### config.mk
export PLATFORM = sky130hd
export DESIGN_NAME = bmp_pixel_source
export DESIGN_NICKNAME = d
export VERILOG_FILES = /design/src/rtl/bmp_pixel_source.sv
export SDC_FILE = /design/constraint.sdc
export NUM_CORES = 1
export LEC_CHECK = 0
export BUFFER_PORTS_ARGS = -buffer_cell sky130_fd_sc_hd__clkbuf_2
export CAP_MARGIN = 20
export CORE_AREA = 2 2 105 107
export DETAILED_ROUTE_END_ITERATION = 6
export DIE_AREA = 0 0 107 109
export GPL_ROUTABILITY_DRIVEN = 0
export GPL_TIMING_DRIVEN = 0
export PLACE_DENSITY = 0.95
export REMOVE_ABC_BUFFERS = 1
export SLEW_MARGIN = 0
export SYNTH_ARGS = -nofsm -noshare
export SYNTH_HDL_FRONTEND = slang
export SYNTH_SLANG_ARGS = --single-unit
### constraint.sdc
create_clock -name clk -period 6 [get_ports clk]
set_clock_uncertainty 0.1 [all_clocks]
set_input_delay 1.2 -clock clk [delete_from_list [all_inputs] [get_ports clk]]
set_output_delay 1.2 -clock clk [all_outputs]
set_load 0.02 [all_outputs]
### src/rtl/bmp_pixel_source.sv
// Streams 24-bit BGR pixels from a byte-wide memory as red/green/blue qualified by done_o.
// Optional ROW_PAD_EN: skip BMP row padding at each row end so any image width is supported.
module bmp_pixel_source #(
    parameter int ADDR_W = 20,
    parameter int DIM_W  = 12
) (
    input  logic              clk,
    input  logic              rst_n,
    input  logic              start_i,
    input  logic [ADDR_W-1:0] base_addr_i,
    input  logic [DIM_W-1:0]  width_i,
    input  logic [DIM_W-1:0]  height_i,
    output logic              mem_rd_o,
    output logic [ADDR_W-1:0] mem_addr_o,
    input  logic [7:0]        mem_data_i,
    input  logic              ready_i,
    output logic [7:0]        red_o,
    output logic [7:0]        green_o,
    output logic [7:0]        blue_o,
    output logic              done_o,
    output logic              busy_o,
    output logic              frame_done_o
);

    typedef enum logic [2:0] {
        IDLE = 3'd0,
        RD0  = 3'd1,
        RD1  = 3'd2,
        RD2  = 3'd3,
        CAP  = 3'd4,
        OUT  = 3'd5,
        FIN  = 3'd6
    } state_t;

    state_t            state_q, state_d;
    logic [ADDR_W-1:0] addr_q, addr_d;
    logic [DIM_W-1:0]  width_q, width_d;
    logic [DIM_W-1:0]  height_q, height_d;
    logic [DIM_W-1:0]  col_q, col_d;
    logic [DIM_W-1:0]  row_q, row_d;
    logic [7:0]        red_q, red_d;
    logic [7:0]        green_q, green_d;
    logic [7:0]        blue_q, blue_d;
    logic              busy_q, busy_d;

    logic              last_col;
    logic              last_row;
    logic [ADDR_W-1:0] row_step;

    assign last_col = (col_q == width_q - DIM_W'(1));
    assign last_row = (row_q == height_q - DIM_W'(1));

`ifdef ROW_PAD_EN
    // BMP rows are padded to a 4-byte boundary: pad = (4 - (3*width mod 4)) mod 4.
    logic [3:0] three_w_mod;
    logic [2:0] pad_full;
    logic [1:0] pad;

    assign three_w_mod = {2'b00, width_q[1:0]} * 4'd3;
    assign pad_full    = 3'd4 - {1'b0, three_w_mod[1:0]};
    assign pad         = pad_full[1:0];
    assign row_step    = ADDR_W'(3) + ADDR_W'(pad);
`else
    assign row_step = ADDR_W'(3);
`endif

    always_ff @(posedge clk or negedge rst_n) begin
        if (!rst_n) begin
            state_q  <= IDLE;
            addr_q   <= '0;
            width_q  <= '0;
            height_q <= '0;
            col_q    <= '0;
            row_q    <= '0;
            red_q    <= '0;
            green_q  <= '0;
            blue_q   <= '0;
            busy_q   <= 1'b0;
        end else begin
            state_q  <= state_d;
            addr_q   <= addr_d;
            width_q  <= width_d;
            height_q <= height_d;
            col_q    <= col_d;
            row_q    <= row_d;
            red_q    <= red_d;
            green_q  <= green_d;
            blue_q   <= blue_d;
            busy_q   <= busy_d;
        end
    end

    always_comb begin
        state_d  = state_q;
        addr_d   = addr_q;
        width_d  = width_q;
        height_d = height_q;
        col_d    = col_q;
        row_d    = row_q;
        red_d    = red_q;
        green_d  = green_q;
        blue_d   = blue_q;
        busy_d   = busy_q;

        unique case (state_q)
            IDLE: begin
                if (start_i) begin
                    if (width_i == '0 || height_i == '0) begin
                        state_d = FIN;
                    end else begin
                        addr_d   = base_addr_i;
                        width_d  = width_i;
                        height_d = height_i;
                        col_d    = '0;
                        row_d    = '0;
                        busy_d   = 1'b1;
                        state_d  = RD0;
                    end
                end
            end
            RD0: state_d = RD1;
            RD1: begin
                blue_d  = mem_data_i;
                state_d = RD2;
            end
            RD2: begin
                green_d = mem_data_i;
                state_d = CAP;
            end
            CAP: begin
                red_d   = mem_data_i;
                state_d = OUT;
            end
            OUT: begin
                if (ready_i) begin
                    if (last_col && last_row) begin
                        busy_d  = 1'b0;
                        state_d = FIN;
                    end else if (last_col) begin
                        col_d   = '0;
                        row_d   = row_q + DIM_W'(1);
                        addr_d  = addr_q + row_step;
                        state_d = RD0;
                    end else begin
                        col_d   = col_q + DIM_W'(1);
                        addr_d  = addr_q + ADDR_W'(3);
                        state_d = RD0;
                    end
                end
            end
            FIN: begin
                busy_d  = 1'b0;
                state_d = IDLE;
            end
            default: state_d = IDLE;
        endcase
    end

    // Strobes decode the state register only, so ready_i never reaches an output combinationally.
    always_comb begin
        mem_rd_o   = 1'b0;
        mem_addr_o = '0;
        case (state_q)
            RD0: begin
                mem_rd_o   = 1'b1;
                mem_addr_o = addr_q;
            end
            RD1: begin
                mem_rd_o   = 1'b1;
                mem_addr_o = addr_q + ADDR_W'(1);
            end
            RD2: begin
                mem_rd_o   = 1'b1;
                mem_addr_o = addr_q + ADDR_W'(2);
            end
            default: begin
                mem_rd_o   = 1'b0;
                mem_addr_o = '0;
            end
        endcase
    end

    assign done_o       = (state_q == OUT);
    assign frame_done_o = (state_q == FIN);
    assign busy_o       = busy_q;
    assign red_o        = red_q;
    assign green_o      = green_q;
    assign blue_o       = blue_q;

endmodule

Yosys cells after proc, flatten, opt, wreduce, memory -nomap -nowiden
Cells that the tools add are included.
Word-level totals
  bits in registers: 96
  latch bits: 0
  bits in writable memories: 0
  bits in read-only memories: 0
  input port bits: 56
  output and inout bits: 48
  word-level logic and storage cells: 72
  memories kept: 0
Cells by class
  $add $sub $neg: 7
  $mul: 0
  div/mod/pow operators: 0
  magnitude comparators: 0
  equality and inequality tests: 14
  shift operators: 0
  mux-type cells: 27
  bitwise operators: 1
  reduce and logical (&&, ||, !) cells: 13
Operators by type and width (number)
  12-bit 2-to-1 mux: 8
  20-bit 2-to-1 mux: 4
  20-bit case mux with 3 select lines: 1
  12-bit case mux with 2 select lines: 2
  20-bit by 2-bit adder with 20-bit output, second input constant: 2
  20-bit case mux with 2 select lines: 1
  12-bit by 1-bit adder with 12-bit output, second input constant: 2
  12-bit == test: 2
  12-bit logical NOT: 2
  12-bit by 1-bit subtractor with 12-bit output, second input constant: 2
  20-bit by 1-bit adder with 20-bit output, second input constant: 1
  3-bit case mux with 6 select lines: 1
  3-bit 2-to-1 mux: 4
  5-bit AND reduction: 2
  3-bit == test, second input constant: 3
  2-bit != test, second input constant: 4
  3-bit by 2-bit == test with 1-bit output, second input constant: 2
  6-bit AND reduction: 1
  1-bit 2-to-1 mux: 5
  2-bit by 1-bit != test with 1-bit output, second input constant: 2
  3-bit by 1-bit == test with 1-bit output, second input constant: 1
  3-bit logical NOT: 1
  1-bit case mux with 3 select lines: 1
  3-bit AND reduction: 1
  other kinds (7): 7

Longest topological paths before layout
  depth in word-level cells: 6
  depth in mapped cells: 13
  depth with buffers taken out: 10

Worst setup path after synthesis
Ideal clock, no wire load.
  path type: flip-flop to output port
  from: register addr_q[9]
  to: output port mem_addr_o[19]
  arrival: 2.237 ns
  required time: 4.700 ns
  slack: 2.463 ns
  cell stages (with the launch flop): 10
  buffers on the path: 1
  cell sequence: dfrtp_1 clkbuf_1 nand2_1 nor4_1 nand4_1 or2_2 nor2_1 xor2_1 a22oi_1 nor2_1
Between the ends
  word-level cells in the longest chain between the ends: 2
  elaborated cells between the ends (all ways): 3
  those cells by class: 2 x add/sub; 1 x mux
RTL lines
  start: declaration: line 36  | logic [ADDR_W-1:0] addr_q, addr_d;
  start signal: assignment: line 81  | addr_q <= addr_d;
  20-bit by 2-bit adder with 20-bit output or 20-bit by 1-bit adder with 20-bit output (tied branches): line 174, 170
  20-bit case mux with 3 select lines *: line 163  | case (state_q)
  end: declaration: line 14  | output logic [ADDR_W-1:0] mem_addr_o,
Every way passes the cells marked *; elsewhere a longest branch is shown, timed or not.

Final worst setup path
  from: register state_q[1]
  to: output port mem_addr_o[16]
Between the ends
  word-level cells in the longest chain between the ends: 2
  elaborated cells between the ends (all ways): 4
  those cells by class: 3 x eq/ne; 1 x mux
RTL lines
  start: declaration: line 35  | state_t state_q, state_d;
  start signal: assignment: line 80  | state_q <= state_d;
  3-bit by 2-bit == test with 1-bit output or 3-bit by 1-bit == test with 1-bit output (tied branches): line 163
  20-bit case mux with 3 select lines *: line 163
Marks and branches as above.

==> impl_summary.log <==
INFO  metric outcome = finished clean
INFO  metric die_outline_area = roughly 0.012 mm2
INFO  metric total_of_endpoints_with_negative_setup_slack_in_the_final_report = 0
INFO  metric ff2ff_path_depth = 10
INFO  metric antenna_violating_nets_post_route = 0
INFO  metric crit_start = state_q[1]
INFO  metric placement_rows = 38
INFO  metric fmax = about 220 MHz
INFO  metric cts_hold_buf = 0
INFO  metric io_pins = 104
INFO  metric tritoncts.num_buffers = 9
INFO  metric dr_total_vias = between 6,000 and 7,000
INFO  metric globalRouteTotalUtil = 0.305
INFO  metric critPathMostFrequentCell = o21ai_0
INFO  metric detail_route.wl_per_cell = ~18 um
INFO  metric tritoncts = built
INFO  metric setup.reg_to_reg.worst_slack = 1660 ps
INFO  metric timing.critical_path.slowest_stage_cell = dfrtp_1
INFO  metric hold_viol_final = 0
INFO  metric post_route_cells_drive_above_1_share = 0.215
INFO  metric post_drt_via_cell_ratio = roughly 6.4
INFO  metric post-cts-setup-buffer-count = 0
INFO  metric timing.critical_path.cells = nand2b_1 > nor2_1 > o21ai_0 > o21ai_0 > nand2_1 > o31ai_1 > clkbuf_2
INFO  metric grt_setup_unrepaired = false
INFO  metric path_class = register to output pin
INFO  metric globalRouteOverflowTotal = 0
INFO  metric first_iteration_detailed_routing_drc_count = a little under 600
INFO  metric final_cell_mix = 123 x nand2_1, 102 x clkbuf_2, 96 x dfrtp_1
INFO  metric worst_setup_path_end_kind = output pin
INFO  metric place_hpwl = around 12,000 um
INFO  metric power.combinational.fraction = 0.516
INFO  metric die_h = 109 um
INFO  metric cts_htree_levels = 3
INFO  metric sequential_share_of_power = 0.362
INFO  metric worst_r2r_endpoint = col_q[5]
INFO  metric p_per_area = around 500 mW/mm2
INFO  metric r2r_start = height_q[0]
INFO  metric starting_density = 0.608
INFO  metric grtUsageMet3 = 0.0424
INFO  metric totalWireLength = between 15,000 and 20,000 um
INFO  metric gr-usage-met2 = 0.492
INFO  metric synth.cell_area = 0.00644 mm2
INFO  metric ys.flop_type = dfrtp_1
INFO  metric timing.max_slew.rel_slack = 0.350
INFO  metric worst-path-max-fanout = 26
INFO  metric static-leakage-power = 3.13 nW
INFO  metric min_period_over_period = 0.771
INFO  metric power.share.switching = 0.492
INFO  metric net-switching-power = 1.73 mW
INFO  metric clock_sinks = 96
INFO  metric synth-edff-count = 0
INFO  metric antenna_cells_inserted = 0
INFO  metric holdPathStages = 1
INFO  metric synth.largest_area_cell = dfrtp_1
INFO  metric cap_viol_max_count = 0
INFO  metric synth_largest_type_area_fraction = 0.373
INFO  metric finalNetCount = 896
INFO  metric critical_path_buffers_and_inverters = 1
INFO  metric synthesis.area_per_instance = between 8 and 9 um2
INFO  metric final-max-slew-violation-count = 0
INFO  metric synth-seq-cells = 96
INFO  metric clk_latency = 390 ps
INFO  metric numPlacedInstances = between 900 and 1,000
INFO  metric most_area_consuming_cells_after_synthesis = dfrtp_1 37%, nand2_1 7.2%, mux2_2 4.7%
INFO  metric data_required_time_of_the_critical_path = ~4700 ps
INFO  metric placeableCoreArea = 0.0106 mm2
INFO  metric most_crowded_layer_after_global_routing = met2
INFO  metric layout-area-overhead-vs-synth = 12.1%
INFO  metric grt_first_pass_wirelength = about 28,000 um
INFO  metric groute.layer.met1.usage = 0.403
INFO  metric via_count_of_the_first_global_routing_pass = just under 6,000
INFO  metric asyncSetResetFlopFracSynth = 1.00
INFO  metric synthesis.yosys.warnings = 0
INFO  metric tightest_slew = between 900 and 1000 ps
INFO  metric clk_pin_slew = about 100 ps
INFO  metric hold-path-endpoint = col_q[11]
INFO  metric yosysUniqueCellTypes = 68
INFO  metric die_width = between 100 and 150 um
INFO  metric cellInternalPower = ~1.8 mW
INFO  metric hp-start = col_q[11]
INFO  metric synthCells = between 700 and 800
INFO  metric drt_first_pass_iters = 5
INFO  metric cts_root_buffer = clkbuf_8
INFO  metric layout_commonest_cell = nand2_1
INFO  metric cts-resized-gates = 0
INFO  metric critPathLaunchType = register
INFO  metric grt_antenna_before_repair = 0
INFO  metric crit_path_max_incr_delay = 1000 ps
INFO  metric drc = 0
INFO  metric cp.arrival = approximately 3300 ps
INFO  metric power_frac_clock = 0.123
INFO  metric holdCritPathClass = register to register
INFO  metric layoutNonFillerInstCount = 977
INFO  metric port_buffers = approximately 100
INFO  metric clock_tree.buffer_depth = 2
INFO  metric layout_min_cycle_time = 4620 ps
INFO  metric ir_worst_vdd = between 0.3 and 0.4 mV
INFO  metric grt_max_degree = 67
INFO  metric post-route-util = 0.681
INFO  metric synth_seq_area_share = 0.373
INFO  metric cpLargestDelayFamily = simple AND/OR/NAND/NOR gates
cells by family (layout without fill, tap and decap cells):
family          Yosys count  after routing  synth area share
xor+xnor                 43             43            0.0585
simple gates            322            322             0.250
flops                    96             96             0.373
mux                      38             38            0.0643
buf+inv                  67            150            0.0513
compound gates          180            180             0.188
fa+ha+maj                 8              8            0.0155
metrics by stage:
stage	hold slack, ps	instance area [um2]	setup slack, ps	TNS (ps)	total power, mW
6_report	399	7220	1380	0	3.51
5_1_grt	418	7220	1230	0	3.72
4_1_cts	401	7180	1440	0	3.45
3_5_place_dp	388	7000	1780	0	3.01
3_3_place_gp	384	6880	-5270	-228410	2.91
2_1_floorplan	365	6190	-1130	-31260	2.43
power groups by stage:
stage	sequential, mW	clock (mW)	combinational, mW
global route	1.30	0.450	1.96
CTS	1.25	0.426	1.77
global placement	1.24	0	1.67
finish	1.27	0.430	1.81
floorplan	1.27	0	1.15
detailed placement	1.26	0	1.75
final cells by class:
| cell class | count | area, um2 |
|---|---|---|
| Sequential cell | 96 | 2400 |
| Clock inverter | 7 | 62.6 |
| Timing Repair Buffer | 114 | 664 |
| Tap cell | 140 | 175 |
| Clock buffer | 9 | 124 |
| Inverter | 20 | 75.1 |
| Fill cell | 790 | 3380 |
| Multi-Input combinational cell | 591 | 3710 |
cells in the mapped netlist (all sizes together) (8+ instances only):
| library cell | n |
|---|---|
| nand2 | 123 |
| dfrtp | 96 |
| or4 | 8 |
| mux2 | 27 |
| a22o | 10 |
| mux2i | 11 |
| a21oi | 33 |
| nand4 | 19 |
| ha | 8 |
| nand2b | 8 |
| xnor2 | 27 |
| or3 | 9 |
| o2bb2ai | 13 |
| nor2 | 43 |
| nand3 | 20 |
| nor4 | 24 |
| and3 | 13 |
| nor2b | 12 |
| a31oi | 10 |
| nor3 | 23 |
| a22oi | 12 |
| o21bai | 8 |
| o21ai | 54 |
| buf | 16 |
| inv | 20 |
| clkbuf | 31 |
| o22ai | 10 |
| xor2 | 16 |
registers in the layout (all words and copies together), names as in the netlist:
| register | cells |
|---|---|
| row_q | 12 |
| busy_o | 1 |
| width_q | 12 |
| red_o | 8 |
| col_q | 12 |
| blue_o | 8 |
| green_o | 8 |
| height_q | 12 |
| state_q | 3 |
| addr_q | 20 |
per-layer routing:
metal	up-vias	wire, um
met4	0	700
met3	65	1430
met2	394	8310
li1	2890	-
met5	-	0
met1	2949	7160
worst max-delay path by stage:
stage | to | cells after the start | slack (ps)
floorplan | col_q[0] | 7 | -1130
global placement | col_q[0] | 8 | -5270
detailed placement | col_q[5] | 10 | 1780
CTS | done_o | 4 | 1440
global route | mem_addr_o[16] | 7 | 1230
finish | mem_addr_o[16] | 7 | 1380
Note: power is estimated with default switching activity, not from simulation.
